## src/rtl/gray_pair_tracker_pkg.sv

```systemverilog
// gray_pair_tracker_pkg: shared states, step classes and defaults for the Gray pair tracker
package gray_pair_tracker_pkg;
  typedef enum logic [1:0] {ACQUIRE, TRACK, FAULT} state_t;
  typedef enum logic [1:0] {HOLD, UP, DOWN, ILLEGAL} step_t;
  localparam int MAX_ERR_DEF = 3;
  localparam int POS_W_DEF = 16;
endpackage

```

## src/rtl/gray_pair_tracker_gray4_to_bin.sv

```systemverilog
// gray4_to_bin: combinational 4-bit reflected Gray to binary converter
module gray4_to_bin (
  input  logic [3:0] g,
  output logic [3:0] b
);
  assign b = {g[3], ^g[3:2], ^g[3:1], ^g[3:0]};
endmodule

```

## src/rtl/gray_pair_tracker.sv

```systemverilog
// gray_pair_tracker: decodes a two-nibble Gray word, classifies steps, tracks position and integrity
module gray_pair_tracker
  import gray_pair_tracker_pkg::*;
#(
  parameter int MAX_ERR = MAX_ERR_DEF,
  parameter int POS_W = POS_W_DEF
) (
  input  logic                    clk,
  input  logic                    rst_n,
  input  logic [7:0]              gray_in,
  input  logic                    vld,
  input  logic                    clr,
  output logic [7:0]              bin,
  output logic                    up,
  output logic                    dn,
  output logic                    err,
  output logic                    fault,
  output logic signed [POS_W-1:0] pos
);
  state_t state, state_d;
  step_t cls;
  logic [3:0] hi, lo, err_cnt, cnt_d, cnt_inc;
  logic [7:0] v, d, bin_d;
  logic signed [POS_W-1:0] pos_d;
  logic up_d, dn_d, err_d;
  gray4_to_bin u_hi (.g(gray_in[7:4]), .b(hi));
  gray4_to_bin u_lo (.g(gray_in[3:0]), .b(lo));
  assign v = {hi, lo};
  assign d = v - bin;
  assign cls = d == 8'h00 ? HOLD : d == 8'h01 ? UP : d == 8'hff ? DOWN : ILLEGAL;
  // error run length saturates so a long burst cannot wrap back below the limit
  assign cnt_inc = err_cnt == 4'hf ? err_cnt : err_cnt + 4'd1;
  assign fault = state == FAULT;
  always_comb begin
    state_d = state;
    bin_d = bin;
    pos_d = pos;
    cnt_d = err_cnt;
    err_d = err;
    up_d = 1'b0;
    dn_d = 1'b0;
    if (clr) begin
      state_d = ACQUIRE;
      bin_d = '0;
      pos_d = '0;
      cnt_d = '0;
      err_d = 1'b0;
    end else if (vld) begin
      case (state)
        ACQUIRE: begin
          bin_d = v;
          state_d = TRACK;
        end
        TRACK: begin
          bin_d = v;
          cnt_d = cls == ILLEGAL ? cnt_inc : 4'd0;
          up_d = cls == UP;
          dn_d = cls == DOWN;
          pos_d = cls == UP ? pos + POS_W'(1) : cls == DOWN ? pos - POS_W'(1) : pos;
          err_d = err | (cls == ILLEGAL);
          state_d = cls == ILLEGAL && cnt_inc >= 4'(MAX_ERR) ? FAULT : TRACK;
        end
        default: ;
      endcase
    end
  end
  always_ff @(posedge clk or negedge rst_n)
    if (!rst_n) begin
      state <= ACQUIRE;
      bin <= '0;
      pos <= '0;
      err_cnt <= '0;
      err <= 1'b0;
      up <= 1'b0;
      dn <= 1'b0;
    end else begin
      state <= state_d;
      bin <= bin_d;
      pos <= pos_d;
      err_cnt <= cnt_d;
      err <= err_d;
      up <= up_d;
      dn <= dn_d;
    end
endmodule

```

## config.mk

```make
export PLATFORM = sky130hd
export DESIGN_NAME = gray_pair_tracker
export DESIGN_NICKNAME = d
export VERILOG_FILES = /design/src/rtl/gray_pair_tracker_pkg.sv /design/src/rtl/gray_pair_tracker_gray4_to_bin.sv /design/src/rtl/gray_pair_tracker.sv
export SDC_FILE = /design/constraint.sdc
export NUM_CORES = 1
export LEC_CHECK = 0
export BUFFER_PORTS_ARGS = -buffer_cell sky130_fd_sc_hd__buf_2
export CAP_MARGIN = 5
export CORE_AREA = 2 2 73 75
export CTS_BUF_LIST = sky130_fd_sc_hd__clkbuf_16
export CTS_CLUSTER_SIZE = 30
export DETAILED_ROUTE_END_ITERATION = 10
export DIE_AREA = 0 0 75 77
export PLACE_DENSITY_LB_ADDON = 0.3
export SETUP_SLACK_MARGIN = 0.02
export SYNTH_ARGS = -nofsm -noshare
export SYNTH_HDL_FRONTEND = slang
export SYNTH_SLANG_ARGS = --single-unit
```

## constraint.sdc

```tcl
create_clock -name clk -period 12.2 [get_ports clk]
set_input_delay 1.22 -clock clk [delete_from_list [all_inputs] [get_ports clk]]
set_output_delay 1.22 -clock clk [all_outputs]
set_load 0.1 [all_outputs]
```

==> results.yml <==
critical_path:
  worst_ep_required_time_ps: 12360
  crit_family: "compound AO/OA/AOI/OAI gates"
  arrival_ps: 6700
  crit_fanout: 18
  crit_cells: 21
  cpMostUsedCell: "xnor2_1"
  cp_slowest_cell: "or3b_2"
  worst_setup_path_start_kind: "primary input"
  path_buf_inv: 1
  critPathCaptureType: "flop"
  cpPeakStageDelay_ps: 680
  rr_worst_depth: 17
  setup.worst_path.class: "in -> reg"
  path_cells: "buf_2 -> xnor2_1 -> xnor2_1 -> xnor2_1 -> ha_1 -> fa_1 -> nor2b_1 -> o31a_1 -> or3_1 -> o2111ai_1 -> or3_2 -> or3b_2 -> ha_1 -> a211oi_1 -> o21a_1 -> nor3_1 -> a41o_1 -> o41ai_2 -> o221ai_1 -> mux2i_1 -> mux2_2"
global_route:
  grt_pass1_vias: 2046
  grt_max_degree: 34
  grt_antenna_before_repair: 0
  grt_usage: 0.196
  grt_pass1_wl_um: 9040
  overflow: 0
synthesis:
  synthTopCellsByCount: "33 x dfrtp_1, 27 x nor2_1, 25 x ha_1, 22 x a21oi_1, 17 x inv_1"
  mappedNetlistArea_mm2: 0.00254
  synth_edf_count: 0
  yosysSeqAreaShare: 0.325
  ys_warn_count: 0
  synth.most_common_cell: "dfrtp_1"
  synthTopCellsByArea: "dfrtp_1 33%, ha_1 12%, xnor2_1 5.2%"
  synth-seq-cells: 33
  yosysUniqueCellTypes: 54
  synth_area_per_cell_um2: 9.29
  netlist_instances: 273
  yosys.area.top_type: "dfrtp_1"
  synth_flop_cell: "dfrtp_1"
  synth-async-reset-ratio: 1.00
  syn-num-nets: 312
  synth_top_area_share: 0.325
clock_tree:
  cts_hold_buf: 0
  cts_repair_resize_count: 0
  post-cts-setup-buffers: 0
  cts_root_buf: "clkbuf_16"
  cts_sinks: 33
  cts_tree: "done"
  numCtsBuffers: 5
  clock_path_buffers: 2
  clk_pin_slew_ps: 60
  htree_num_levels: 2
  insertion_delay_ps: 280
sta:
  hold_viol_final: 0
  period_minus_slack_ps: 6540
  finalClockSkew_ps: 6.01
  report.final.setup_viol: 0
  finalCritPeriodShare: 0.536
  rsz0062_at_grt: "false"
  setup_ws_ps: 5660
  slew_viol_final: 0
  relSlewSlack: 0.196
  whs_ps: 501
  clock.fmax_mhz: 153
  setup_tns_ps: 0
  worstMarginPinSlew_ps: 1200
final_layout:
  final_nets: 349
  diodes: 0
  area_delta_synth_final_pct: 16.8
  stdcell_count: 381
  drive_gt1_frac: 0.193
  postLayoutCellArea_mm2: 0.00296
  fillCellCount: 454
route:
  vias: 2123
  ant_nets: 0
  dr.first_iter.drc_count: 90
  drc: 0
  drt_wl_total_um: 5170
  vias_per_cell: 5.57
  wire_per_inst_um: 13.6
  dr.pass1.iters: 4
worst_hold_path:
  min_path_type: "reg -> reg"
  whs_path_depth: 2
placed_design:
  io_buffers: 39
  dpl_worst_slack_ps: 5370
  place.gp.congestion: 0.805
  dp_cells: 373
  placed_cell_area_mm2: 0.00277
  hpwl_um: 3820
die:
  ios: 40
  fp.dieH_um: 77
  die_w_um: 75
  rows: 26
  initial_core_util: 0.510
  dieArea_mm2: 0.00578
  core_mm2: 0.00498
power_and_ir_drop:
  p_per_area_mw_per_mm2: 130
  irDropWorstVdd_mv: 0.0709
  p_leak_nw: 1.44
run:
  maxCapViolCount: 0
status:
  status: "finished clean"
## through the flow
| stage | util | power [mW] |
|---|---|---|
| after floorplan | - | 0.205 |
| after global placement | 0.557 | 0.222 |
| after detailed placement | 0.557 | 0.223 |
| after CTS | 0.596 | 0.388 |
| after global routing | 0.596 | 0.405 |
| final | 0.596 | 0.385 |
## worst register-to-register path, cell delays in order, from the launching register on
cell and delay (ps):
dfrtp_1 400, inv_1 80, ha_1 280, nor2b_4 130, o31a_1 290, o31a_1 270, xor2_1 170, or3_2 490
or3b_2 680, ha_1 370, a211oi_1 310, o21a_1 180, nor3_1 60, a41o_1 270, o41ai_2 340, o221ai_1 230
mux2i_1 200, mux2_2 340
## power by group
group / internal, mW / switching (mW)
Clock: 0.117 / 0.0469
Sequential: 0.113 / 0.00323
Combinational: 0.0379 / 0.0677
Total: 0.268 / 0.118
## cell families after synthesis
logic type      Yosys count  synth area share
fa+ha+maj                27             0.139
buf+inv                  26            0.0434
flops                    33             0.325
xor+xnor                 22            0.0833
mux                       6            0.0316
simple gates             81             0.165
compound gates           78             0.213
## path summary, 6_finish.rpt
| kind | start | end | slack, ps |
|---|---|---|---|
| max in group asynchronous | rst_n | err_cnt[2]$_DFFE_PN0P_ | 10720 |
| worst max register to register | bin[1]$_DFFE_PN0P_ | pos[15]$_DFFE_PN0P_ | 6990 |
| worst max-delay path | gray_in[3] | pos[15]$_DFFE_PN0P_ | 5660 |
| worst min-delay path | err$_DFFE_PN0P_ | err$_DFFE_PN0P_ | 500 |
| min in group asynchronous | rst_n | bin[3]$_DFFE_PN0P_ | 1010 |
| worst min register to register | err$_DFFE_PN0P_ | err$_DFFE_PN0P_ | 500 |
## flip-flops by register name (all words and copies together) (netlist names)
register  count
pos          16
dn            1
bin           8
up            1
err           1
state         2
err_cnt       4
## final cells by class
| type | count | area [µm²] | share of cell area |
|---|---|---|---|
| Clock buffer | 5 | 125 | 0.0422 |
| Clock inverter | 3 | 65.1 | 0.0220 |
| Inverter | 17 | 63.8 | 0.0215 |
| Multi-Input combinational cell | 214 | 1600 | 0.540 |
| Sequential cell | 33 | 826 | 0.279 |
| Tap cell | 70 | 87.6 | 0.0295 |
| Timing Repair Buffer | 39 | 195 | 0.0659 |
## layer usage
metal	vias up	share of wire	global-route usage
met5	-	0	0
met4	0	0.0081	0.0482
met3	4	0.027	0.0276
met2	32	0.49	0.322
met1	1025	0.48	0.267
li1	1062	-	-
## placed cells by master (no fill, tap or decap), types with 2 or more instances in the layout
| cell | count |
|---|---|
| a211oi_1 | 6 |
| a21o_1 | 4 |
| a21oi_1 | 22 |
| a22o_1 | 9 |
| a311oi_1 | 2 |
| a31oi_1 | 2 |
| a41oi_1 | 2 |
| buf_2 | 39 |
| bufinv_16 | 2 |
| clkbuf_16 | 5 |
| dfrtp_1 | 33 |
| fa_1 | 2 |
| ha_1 | 25 |
| inv_1 | 17 |
| mux2_2 | 2 |
| mux2i_1 | 2 |
| nand2_1 | 11 |
| nand2b_1 | 2 |
| nand3_1 | 8 |
| nand4_1 | 3 |
| nor2_1 | 27 |
| nor2b_1 | 6 |
| nor3_1 | 10 |
| o2111ai_1 | 2 |
| o21a_1 | 5 |
| o21ai_0 | 12 |
| o21bai_1 | 2 |
| o31a_1 | 3 |
| or3_1 | 3 |
| xnor2_1 | 15 |
| xor2_1 | 6 |
Power figures use the tool's default switching activity.
